===== config.mk =====
export PLATFORM = sky130hd
export DESIGN_NAME = pipeline_hazard_ctrl
export DESIGN_NICKNAME = d
export VERILOG_FILES = /design/src/rtl/pipeline_hazard_ctrl.sv
export SDC_FILE = /design/constraint.sdc
export NUM_CORES = 1
export LEC_CHECK = 0
export CORE_AREA = 2 2 74 76
export CTS_BUF_LIST = sky130_fd_sc_hd__clkbuf_16
export DETAILED_ROUTE_END_ITERATION = 7
export DIE_AREA = 0 0 76 78
export PLACE_DENSITY = 0.76
export SLEW_MARGIN = 20
export SYNTH_ARGS = -nofsm -noshare
export SYNTH_HDL_FRONTEND = slang
export SYNTH_SLANG_ARGS = --single-unit

===== constraint.sdc =====
create_clock -name clk -period 5.61 [get_ports clk]
set_input_delay 0.8415 -clock clk [delete_from_list [all_inputs] [get_ports clk]]
set_output_delay 0.8415 -clock clk [all_outputs]
set_load 0.05 [all_outputs]

===== src/rtl/pipeline_hazard_ctrl.sv =====
// Hazard controller for a 5-stage in-order pipeline: memory-miss, multi-cycle MUL,
// branch-redirect and load-use interlocks with a saturating stall-cycle counter.
module pipeline_hazard_ctrl #(
  parameter int unsigned WORD_SIZE   = 32,
  parameter int unsigned MUL_LATENCY = 4
) (
  input  logic                 clk,
  input  logic                 reset,
  input  logic                 d_valid,
  input  logic [4:0]           d_rs1,
  input  logic [4:0]           d_rs2,
  input  logic                 d_uses_rs1,
  input  logic                 d_uses_rs2,
  input  logic                 de_valid,
  input  logic [4:0]           de_rd,
  input  logic                 de_is_load,
  input  logic                 de_is_mul,
  input  logic                 branch_taken,
  input  logic                 dcache_miss,
  input  logic                 dcache_ready,
  output logic                 fd_stall,
  output logic                 fd_flush,
  output logic                 de_stall,
  output logic                 de_valid_in,
  output logic                 em_stall,
  output logic                 em_valid_in,
  output logic                 mw_valid_in,
  output logic [1:0]           state,
  output logic [WORD_SIZE-1:0] stall_cycles
);

  localparam int unsigned CntW = (MUL_LATENCY > 2) ? $clog2(MUL_LATENCY) : 1;
  localparam logic [CntW-1:0] CntInit = CntW'(MUL_LATENCY - 2);

  typedef enum logic [1:0] {
    StRun     = 2'd0,
    StMulWait = 2'd1,
    StMemWait = 2'd2
  } state_e;

  state_e                 state_q, state_d;
  logic [CntW-1:0]        cnt_q, cnt_d;
  logic                   mul_pend_q, mul_pend_d;
  logic [WORD_SIZE-1:0]   stall_q, stall_d;

  logic wait_ready, mem_stall, eff_run, eff_mul;
  logic mul_issue, mul_hold, mul_release, br_flush, load_use, src_hit;

  // The cycle a miss resolves acts as RUN or MUL_WAIT, depending on whether a MUL was parked.
  assign wait_ready  = (state_q == StMemWait) && dcache_ready && !dcache_miss;
  assign mem_stall   = dcache_miss || ((state_q == StMemWait) && !dcache_ready);
  assign eff_mul     = !mem_stall && ((state_q == StMulWait) || (wait_ready && mul_pend_q));
  assign eff_run     = !mem_stall && ((state_q == StRun) || (wait_ready && !mul_pend_q));
  assign mul_issue   = eff_run && de_valid && de_is_mul;
  assign mul_hold    = eff_mul && (cnt_q != '0);
  assign mul_release = eff_mul && (cnt_q == '0);
  assign br_flush    = eff_run && !mul_issue && de_valid && branch_taken;
  assign src_hit     = (d_uses_rs1 && (d_rs1 == de_rd)) || (d_uses_rs2 && (d_rs2 == de_rd));
  assign load_use    = eff_run && !mul_issue && !br_flush && d_valid && de_valid &&
                       de_is_load && (de_rd != 5'd0) && src_hit;

  always_ff @(posedge clk or negedge reset) begin
    if (!reset) begin
      state_q    <= StRun;
      cnt_q      <= '0;
      mul_pend_q <= 1'b0;
      stall_q    <= '0;
    end else begin
      state_q    <= state_d;
      cnt_q      <= cnt_d;
      mul_pend_q <= mul_pend_d;
      stall_q    <= stall_d;
    end
  end

  always_comb begin
    state_d    = state_q;
    cnt_d      = cnt_q;
    mul_pend_d = mul_pend_q;
    if (mem_stall) begin
      // MUL counter stays frozen for the whole memory stall.
      if (dcache_miss && !dcache_ready) begin
        if (state_q != StMemWait) mul_pend_d = (state_q == StMulWait);
        state_d = StMemWait;
      end else if ((state_q == StMemWait) && dcache_ready) begin
        state_d = mul_pend_q ? StMulWait : StRun;
      end
    end else if (mul_issue) begin
      cnt_d   = CntInit;
      state_d = StMulWait;
    end else if (mul_hold) begin
      cnt_d   = cnt_q - CntW'(1);
      state_d = StMulWait;
    end else begin
      state_d = StRun;
    end
    stall_d = (fd_stall && (stall_q != '1)) ? stall_q + WORD_SIZE'(1) : stall_q;
  end

  always_comb begin
    fd_stall    = 1'b0;
    fd_flush    = 1'b0;
    de_stall    = 1'b0;
    em_stall    = 1'b0;
    de_valid_in = d_valid;
    em_valid_in = de_valid;
    mw_valid_in = 1'b1;
    state       = state_q;
    if (!reset) begin
      fd_flush    = 1'b1;
      de_valid_in = 1'b0;
      em_valid_in = 1'b0;
      mw_valid_in = 1'b0;
      state       = StRun;
    end else if (mem_stall) begin
      fd_stall    = 1'b1;
      de_stall    = 1'b1;
      em_stall    = 1'b1;
      mw_valid_in = 1'b0;
    end else if (mul_issue || mul_hold) begin
      fd_stall    = 1'b1;
      de_stall    = 1'b1;
      em_valid_in = 1'b0;
    end else if (mul_release) begin
      em_valid_in = 1'b1;
    end else if (br_flush) begin
      fd_flush    = 1'b1;
      de_valid_in = 1'b0;
    end else if (load_use) begin
      fd_stall    = 1'b1;
      de_valid_in = 1'b0;
    end
  end

  assign stall_cycles = stall_q;

endmodule


# Word level (Yosys, flattened, before mapping)
# Index checks and enable logic that the tools add are counted.
dict set report totals {
  regBits 37
  inputBits 26
  wordCells 93
}
dict set report classes {
  add_sub_neg 2
  n_eq_ne 7
  mux 37
  bitwise 1
  n_reduce_logical 42
}
# op count
set ops {}
lappend ops {{32-bit by 1-bit adder with 32-bit output (second input constant)} 1}
lappend ops {{32-bit != test (second input constant)} 1}
lappend ops {{1-bit two-way mux} 31}
lappend ops {{1-bit logical AND} 24}
lappend ops {{2-bit two-way mux} 6}
lappend ops {{5-bit equality test} 2}
lappend ops {{1-bit zero test} 6}
lappend ops {{1-bit logical OR} 5}
lappend ops {{5-bit nonzero test} 1}
lappend ops {{2-bit zero test} 2}
lappend ops {{2-bit nonzero test} 2}
lappend ops {{3-bit by 1-bit != test with 1-bit output (second input constant)} 1}
lappend ops {{3-bit AND reduction} 1}
lappend ops {{2-bit by 1-bit equality test with 1-bit output (second input constant)} 1}
lappend ops {{2-bit equality test (second input constant)} 1}
lappend ops {{2-bit != test (second input constant)} 1}
lappend ops {{2-bit AND reduction} 1}
lappend ops {{2-bit by 1-bit subtractor with 2-bit output (second input constant)} 1}
lappend ops {{1-bit inverter} 1}

# Depth between registers and ports, before layout
# Gate-level depths: netlist of run 1.
dict set report depth {
  ltp_word 26
  mapped_depth 9
}

# Worst setup path after synthesis of run 1
# OpenSTA, ideal clock, no wires.
dict set report synth_path {
  path_type {input to output}
  start {in dcache_miss}
  end {out em_valid_in}
  arrival_time_ns 2.482
  required_time_ns 4.769
  slack_ns 2.286
  path_stages 4
  path_cell_list {buf_2 -> a21oi_1 -> a21oi_1 -> nor3b_1}
}
dict set report synth_between {
  elab_chain_len 11
}
# element line
set synth_rtl {}
lappend synth_rtl {{start: declaration} 19} ;# input logic dcache_miss,
lappend synth_rtl {{1-bit zero test} 50} ;# assign wait_ready = (state_q == StMemWait) && dcache_ready && !dcache_miss;
lappend synth_rtl {{1-bit logical AND} 50}
lappend synth_rtl {{1-bit logical AND} 53} ;# assign eff_run = !mem_stall && ((state_q == StRun) || (wait_ready && !mul_pend_q));
lappend synth_rtl {{1-bit logical OR} 53}
lappend synth_rtl {{1-bit logical AND} 53}
lappend synth_rtl {{1-bit logical AND (2 in series)} 54} ;# assign mul_issue = eff_run && de_valid && de_is_mul;
lappend synth_rtl {{1-bit logical OR} 120} ;# end else if (mul_issue || mul_hold) begin
lappend synth_rtl {{1-bit two-way mux} 120}
lappend synth_rtl {{1-bit two-way mux *} 115} ;# end else if (mem_stall) begin
lappend synth_rtl {{1-bit two-way mux *} 109} ;# if (!reset) begin
lappend synth_rtl {{end: declaration} 26} ;# output logic em_valid_in,
# Every way passes the cells marked *; elsewhere a longest branch is shown, timed or not.

# Worst setup path in the final report of run 1
dict set report layout_path {
  start {in dcache_miss}
  end {out fd_stall}
}
dict set report layout_between {
  elab_chain_len 24
}
# element line
set layout_rtl {}
lappend layout_rtl {{1-bit zero test} 50}
lappend layout_rtl {{1-bit logical AND} 50}
lappend layout_rtl {{1-bit logical AND} 53}
lappend layout_rtl {{1-bit logical OR} 53}
lappend layout_rtl {{1-bit logical AND} 53}
lappend layout_rtl {{1-bit logical AND (2 in series)} 54}
lappend layout_rtl {{1-bit zero test} {57, 59}}
lappend layout_rtl {{1-bit logical AND} {57, 59}}
lappend layout_rtl {{[3 not listed]} n/a}
lappend layout_rtl {{1-bit logical AND (4 in series)} 59} ;# assign load_use = eff_run && !mul_issue && !br_flush && d_valid && de_valid &&
lappend layout_rtl {{1-bit logical AND (2 in series)} 60} ;# de_is_load && (de_rd != 5'd0) && src_hit;
lappend layout_rtl {{1-bit two-way mux} 129} ;# end else if (load_use) begin
lappend layout_rtl {{1-bit two-way mux} 126} ;# end else if (br_flush) begin
lappend layout_rtl {{1-bit two-way mux} 124} ;# end else if (mul_release) begin
lappend layout_rtl {{1-bit two-way mux} 120}
lappend layout_rtl {{1-bit two-way mux *} 115}
lappend layout_rtl {{1-bit two-way mux *} 109}
lappend layout_rtl {{end: declaration} 21} ;# output logic fd_stall,
# Marked as above.

==> metrics.md, run 1 <==
| Metric | Value |
|---|---|
| Post-DR wirelength/cell | `14.86 µm` |
| Initial antenna violation count | `0` |
| Register area share after synthesis | `40.79%` |
| EDFF count, synth | `0` |
| N_diodes | `0` |
| Total grt overflow | `0` |
| Max Cap Violations | `0` |
| Port bufs | `66` |
| Drt pass-1 iters | `4` |
| ANT nets after route | `0` |
| Final period util | `75.64%` |
| DIE AREA | `5928 µm²` |
| Worst hold slack | `0.4863 ns` |
| Worst-Skew Late Latency | `0.28 ns` |
| Yosys reg bits | `37` |
| Commonest cells after routing, fill and taps aside | `clkdlybuf4s50_1, dfrtp_1, xnor2_1, xor2_1, nand2_1` |
| Total Routing Usage GR | `18.77%` |
| Syn_nets | `243` |
| Post-Route Setup TNS | `0 ns` |
| CP required | `4.77 ns` |
| Routed vias | `1888` |
| Synth Flop Type | `dfrtp_1` |
| Num ports | `67` |
| Post-DP HPWL | `3.811 mm` |
| Row cnt | `26` |
| Outcome | `completed` |
| # nets final | `311` |
| Mapped cell area | `2270 µm²` |
| Vias/cell | `5.364` |
| Post-route DRC | `0` |
| Least-Margin Pin Slew | `1.086 ns` |
| Max Fanout on Critical Path | `11` |
| Fin. Hold Viols | `0` |
| Clk pin slew, worst setup/hold paths | `0.05 ns` |
| Core area | `5042 µm²` |
| Initial Util | `45.01%` |
| Rel. slew slack | `27.58%` |
| Worst IR Drop VDD | `0.4124 mV` |
| First-pass GRT wire length | `9.066 mm` |
| Fraction of layout cells with a size suffix above 1 | `11.35%` |
| Worst Path Arrival | `3.40 ns` |
| Post_cts resized | `0` |
| Setup violators final | `0` |
| Slew Limit Fails | `0` |
| Hold crit path type | `reg2reg` |
| Fillers | `432` |
| WS Path Type | `in2out` |
| Mean Syn Cell Area | `10.56 µm²` |
| Async set-reset flop share out of synthesis | `100.0%` |
| TritonCTS clock tree | `built` |
| Height of the die | `78 µm` |
| Commonest non-fill, non-tap cell in the layout | `clkdlybuf4s50_1` |
| Yosys cell types | `45` |
| Detailed Route Iter0 Violations | `126` |
| Multi-input logic area | `1276 µm²` |
| CP endpoint kind | `output pin` |
| Ys Warns | `0` |
| Post-synthesis cell count | `215` |
| Clk sinks | `37` |
| RSZ-0062 raised after global routing | `false` |
| Leakage Power | `1.245 nW` |
| Post-Route WL | `5.229 mm` |
| Post-CTS Setup Bufs | `0` |
| Cts bufs inserted | `5` |
| Cts hold-fix bufs | `0` |
| Die Span X | `76 µm` |
| Startpoint types | `input port` |
| Storage cell area | `925.9 µm²` |
| Synthesis-to-finish area growth | `37.32%` |
| Pwr dens | `306.4 nW/µm²` |
| Gpl congestion | `0.7892` |
| CTS Buffer Depth | `2` |
| Post-Layout Cell Count | `352` |
| Vias in the first global route | `1924` |
| H-tree Lvls | `2` |
| Final period demand of the worst path | `4.244 ns` |
| Worst Skew | `0.005638 ns` |
| Fmax | `235.7 MHz` |
| CTS root buffer | `clkbuf_16` |
| Largest net degree at the start of global routing | `25` |
| Placed insts | `346` |
[state kept, by name, indices dropped and copies added, names as in the netlist]
register,count
stall_cycles,32
cnt_q,2
state_q,2
mul_pend_q,1
[worst max-delay path: stages]
cell and delay, ns:
clkdlybuf4s50_1 0.65, a2111oi_4 0.46, nor4b_4 0.33, a31oi_4 0.13
inv_2 0.16, clkdlybuf4s50_1 0.83
[layout make-up]
cell class              count  share of cell area (%)
well taps                  70                   2.810
repair buffers             68                   21.52
clock inverters             1                  0.1606
flip-flops and latches     37                   29.71
multi-input cells         164                   40.95
inverters                   7                  0.8430
clock buffers               5                   4.014
[worst paths after layout]
check                                         to  slack (ns)             start  cells past startpoint
worst max-delay path                    fd_stall        1.37       dcache_miss                      6
worst min-delay path            stall_cycles[30]        0.49  stall_cycles[30]                      1
worst max register to register   stall_cycles[8]        2.46   stall_cycles[4]                      6
worst min register to register  stall_cycles[30]        0.49  stall_cycles[30]                      1
max in group asynchronous       stall_cycles[28]        4.41             reset                      2
min in group asynchronous       stall_cycles[21]        0.53             reset                      1
[synthesized netlist by cell type, types with 5 or more instances]
cell | instances | area share, %
and3_1 | 8 | 2.2
nand4_1 | 13 | 3.6
a21oi_1 | 6 | 1.3
nand2_1 | 17 | 2.8
xor2_1 | 21 | 8.1
nor2_1 | 10 | 1.7
nor4_2 | 10 | 5.5
and2_1 | 5 | 1.4
dfrtp_1 | 37 | 41
nor3_1 | 6 | 1.3
nand3_1 | 6 | 1.3
xnor2_1 | 21 | 8.1
inv_1 | 6 | 0.99
[per-stage QoR]
step / instance area (µm²) / total power (W) / utilization (%) / setup slack, ns
global route: 3117 / 0.0009981 / 61.81 / 1.218
CTS: 3117 / 0.0009605 / 61.81 / 1.368
detailed placement: 2987 / 0.0007023 / 59.23 / 1.368
finish: 3117 / 0.0009551 / 61.81 / 1.366
global placement: 2987 / 0.0006955 / 59.23 / 1.440
floorplan: 2270 / 0.0005759 / - / 2.286
[metal layers]
layer  wire length [µm]  share of wire (%)  vias to the layer above  track usage, %
met1               2309                 44                      922           24.55
li1                   -                  -                      907               -
met5                  0                  0                        -               0
met3                235                4.5                        7           3.837
met2               2624                 50                       52           31.52
met4                 59                1.1                        0           5.818
[power breakdown]
| group | switching [W] | internal, W | total, W |
|---|---|---|---|
| Clock | 0.0000981 | 0.000158 | 0.000257 |
| Combinational | 0.000211 | 0.000130 | 0.000341 |
| Sequential | 0.0000518 | 0.000306 | 0.000358 |
| Total | 0.000361 | 0.000595 | 0.000955 |
[cell families after synthesis]
logic type | synth area share, %
AOI/OAI and AO/OA | 7.442
xor gates and xnor gates | 16.21
adders and majority gates | 1.102
buffers and inverters | 2.976
DFF | 40.79
muxes | 0.4961
and+or+nand+nor | 30.98
Note: power is estimated with default switching activity, not from simulation.
==> run 2: changes to the inputs <==
--- a/config.mk
+++ b/config.mk
@@ -5,11 +5,11 @@
 export SDC_FILE = /design/constraint.sdc
 export NUM_CORES = 1
 export LEC_CHECK = 0
-export CORE_AREA = 2 2 74 76
+export CORE_AREA = 2 2 76 78
 export CTS_BUF_LIST = sky130_fd_sc_hd__clkbuf_16
 export DETAILED_ROUTE_END_ITERATION = 7
-export DIE_AREA = 0 0 76 78
-export PLACE_DENSITY = 0.76
+export DIE_AREA = 0 0 78 80
+export PLACE_DENSITY = 0.75
 export SLEW_MARGIN = 20
 export SYNTH_ARGS = -nofsm -noshare
 export SYNTH_HDL_FRONTEND = slang
==> constraint.sdc (replaced) <==
create_clock -name clk -period 3.87 [get_ports clk]
set_input_delay 0.5805 -clock clk [delete_from_list [all_inputs] [get_ports clk]]
set_output_delay 0.5805 -clock clk [all_outputs]
set_load 0.05 [all_outputs]
==> run 2 against run 1 <==
Global-route usage fell by 1.5 points. Die area rose by 5.3%. Combinational power rose by 44%. Register-to-register slack got worse by 1.3 ns. Final cell count rose by 1.1%. Largest power group unchanged. Critical endpoint is now de_valid_in. Sequential cell count did not move.
==> metrics.md, run 2 (synthesis gave the netlist of run 1 again) <==
| Metric | Value |
|---|---|
| Post-DP Area | `2994 µm² (was 2987 µm²)` |
| Post-DR wirelength/cell | `14.05 µm (was 14.86 µm)` |
| Worst-Skew Late Latency | `0.28 ns (about the same)` |
| Post-Route Setup TNS | `0 ns (unchanged)` |
| RSZ-0062 raised after global routing | `false (unchanged)` |
| Worst Path Arrival | `2.85 ns (was 3.40 ns)` |
| Fraction of layout cells with a size suffix above 1 | `11.62% (was 11.35%)` |
| Most used cell, CP | `clkdlybuf4s50_1 (unchanged)` |
| Row cnt | `27 (was 26)` |
| Worst Reg-to-Reg Cells | `6 (unchanged)` |
| Crit path launch | `de_rd[0] (was dcache_miss)` |
| Setup violators final | `0 (unchanged)` |
| Cts hold-fix bufs | `0 (unchanged)` |
| Max Fanout on Critical Path | `3 (was 11)` |
| Multi-input logic area | `1276 µm² (unchanged)` |
| Worst Skew | `0.001453 ns (was 0.005638 ns)` |
| Post_cts resized | `0 (unchanged)` |
| Post-DP HPWL | `3.716 mm (was 3.811 mm)` |
| Final period demand of the worst path | `3.435 ns` |
| Worst IR Drop VDD | `0.4710 mV (was 0.4124 mV)` |
| Clk pin slew, worst setup/hold paths | `0.05 ns (about the same)` |
| Initial Util | `41.99% (was 45.01%)` |
| CTS root buffer | `clkbuf_16 (unchanged)` |
| CP required | `3.29 ns (was 4.77 ns)` |
| Fillers | `501 (was 432)` |
| Detailed Route Iter0 Violations | `124 (was 126)` |
| WS Path Type | `in2out (unchanged)` |
| Total Routing Usage GR | `17.31% (was 18.77%)` |
| Final instance area | `3127 µm² (was 3117 µm²)` |
| Finished Core Util | `57.85% (was 61.81%)` |
| Rel. slew slack | `58.90% (was 27.58%)` |
| Max FFs per register | `32 (unchanged)` |
| Fin. Hold Viols | `0 (unchanged)` |
| TritonCTS clock tree | `built (unchanged)` |
| ANT nets after route | `0 (unchanged)` |
| Routed vias | `1825 (was 1888)` |
| # nets final | `312 (was 311)` |
| Final period util | `88.77%` |
| Worst hold slack | `0.2633 ns (was 0.4863 ns)` |
| Clk sinks | `37 (unchanged)` |
| Leakage Power | `1.254 nW (was 1.245 nW)` |
| Slew Limit Fails | `0 (unchanged)` |
| Critical-path top delay cell | `clkdlybuf4s50_1 (unchanged)` |
| First-pass GRT wire length | `8.542 mm (was 9.066 mm)` |
| Die Span X | `78 µm (was 76 µm)` |
| Post-route DRC | `0 (unchanged)` |
| R2R Path Start | `stall_cycles[4] (unchanged)` |
| Synthesis-to-finish area growth | `37.76% (was 37.32%)` |
| CTS Buffer Depth | `2 (unchanged)` |
| Commonest cells after routing, fill and taps aside | `clkdlybuf4s50_1, dfrtp_1, xnor2_1, xor2_1, nand2_1 (unchanged)` |
| Storage cell area | `925.9 µm² (unchanged)` |
| N_diodes | `0 (unchanged)` |
| Post-CTS Setup Bufs | `0 (unchanged)` |
| Hold crit path type | `in2async (was reg2reg)` |
| Commonest non-fill, non-tap cell in the layout | `clkdlybuf4s50_1 (unchanged)` |
| Pwr dens | `440.4 nW/µm² (was 306.4 nW/µm²)` |
| Gpl congestion | `0.7716 (was 0.7892)` |
| Height of the die | `80 µm (was 78 µm)` |
| Vias/cell | `5.126 (was 5.364)` |
| Cts bufs inserted | `5 (unchanged)` |
| Largest net degree at the start of global routing | `26 (was 25)` |
| Initial antenna violation count | `0 (unchanged)` |
| H-tree Lvls | `2 (unchanged)` |
| DIE AREA | `6240 µm² (was 5928 µm²)` |
| Num ports | `67 (unchanged)` |
| Crit path largest cell delay | `0.81 ns (was 0.83 ns)` |
| Total grt overflow | `0 (unchanged)` |
| Post-Route WL | `5.001 mm (was 5.229 mm)` |
| Least-Margin Pin Slew | `0.6165 ns (was 1.086 ns)` |
| Fmax | `291.1 MHz` |
| Vias in the first global route | `1810 (was 1924)` |
| Max Cap Violations | `0 (unchanged)` |
| Startpoint types | `input port (unchanged)` |
| Port bufs | `66 (unchanged)` |
| CP endpoint kind | `output pin (unchanged)` |
| CP Cell Sequence | `clkdlybuf4s50_1 -> or4_1 -> nor2_1 -> nor4b_4 -> a21oi_1 -> clkdlybuf4s50_1 (was clkdlybuf4s50_1 -> a2111oi_4 -> nor4b_4 -> a31oi_4 -> inv_2 -> clkdlybuf4s50_1)` |
| Core area | `5405 µm² (was 5042 µm²)` |
| Outcome | `completed (unchanged)` |
| Drt pass-1 iters | `4 (unchanged)` |
-- run 2: layer usage --
layer | vias to the layer above | wire (µm) | global-route usage (%)
met2 | 43 | 2415 | 28.36
met3 | 9 | 161 | 3.394
met5 | - | 0 | 0
met4 | 0 | 103 | 7.018
met1 | 862 | 2321 | 22.53
li1 | 911 | - | -
-- run 2: final cells by class --
cell class | count | share of cell area, %
clock inverters | 2 | 0.2401
flip-flops and latches | 37 | 29.61
clock buffers | 5 | 4.002
well taps | 72 | 2.881
inverters | 7 | 0.8403
multi-input cells | 164 | 40.82
repair buffers | 69 | 21.61
-- run 2: worst paths after layout --
check / slack (ns) / endpoint
max: 0.43 / de_valid_in
min: 0.26 / mul_pend_q
max reg2reg: 1.16 / stall_cycles[1]
min reg2reg: 0.48 / stall_cycles[30]
max in group asynchronous: 2.94 / stall_cycles[31]
min in group clk: 0.48 / stall_cycles[30]
-- run 2: through the flow --
step | cells | power (W) | setup WS, ns
6_report | 356 | 0.001377 | 0.4348
5_1_grt | 356 | 0.001444 | 0.3429
4_1_cts | 356 | 0.001384 | 0.4243
3_5_place_dp | 349 | 0.001014 | 0.4254
3_3_place_gp | 349 | 0.001007 | 0.4785
2_1_floorplan | 215 | 0.0008349 | 1.068
-- run 2: worst max-delay path, delay by kind of cell --
family	cells	cell delay [ns]
compound gates	1	0.14
buf+inv	2	1.28
simple gates	3	0.84
-- run 2: report_power, final --
group,switching (W),internal (W)
Clock,0.000141,0.000230
Sequential,0.0000722,0.000444
Combinational,0.000302,0.000188
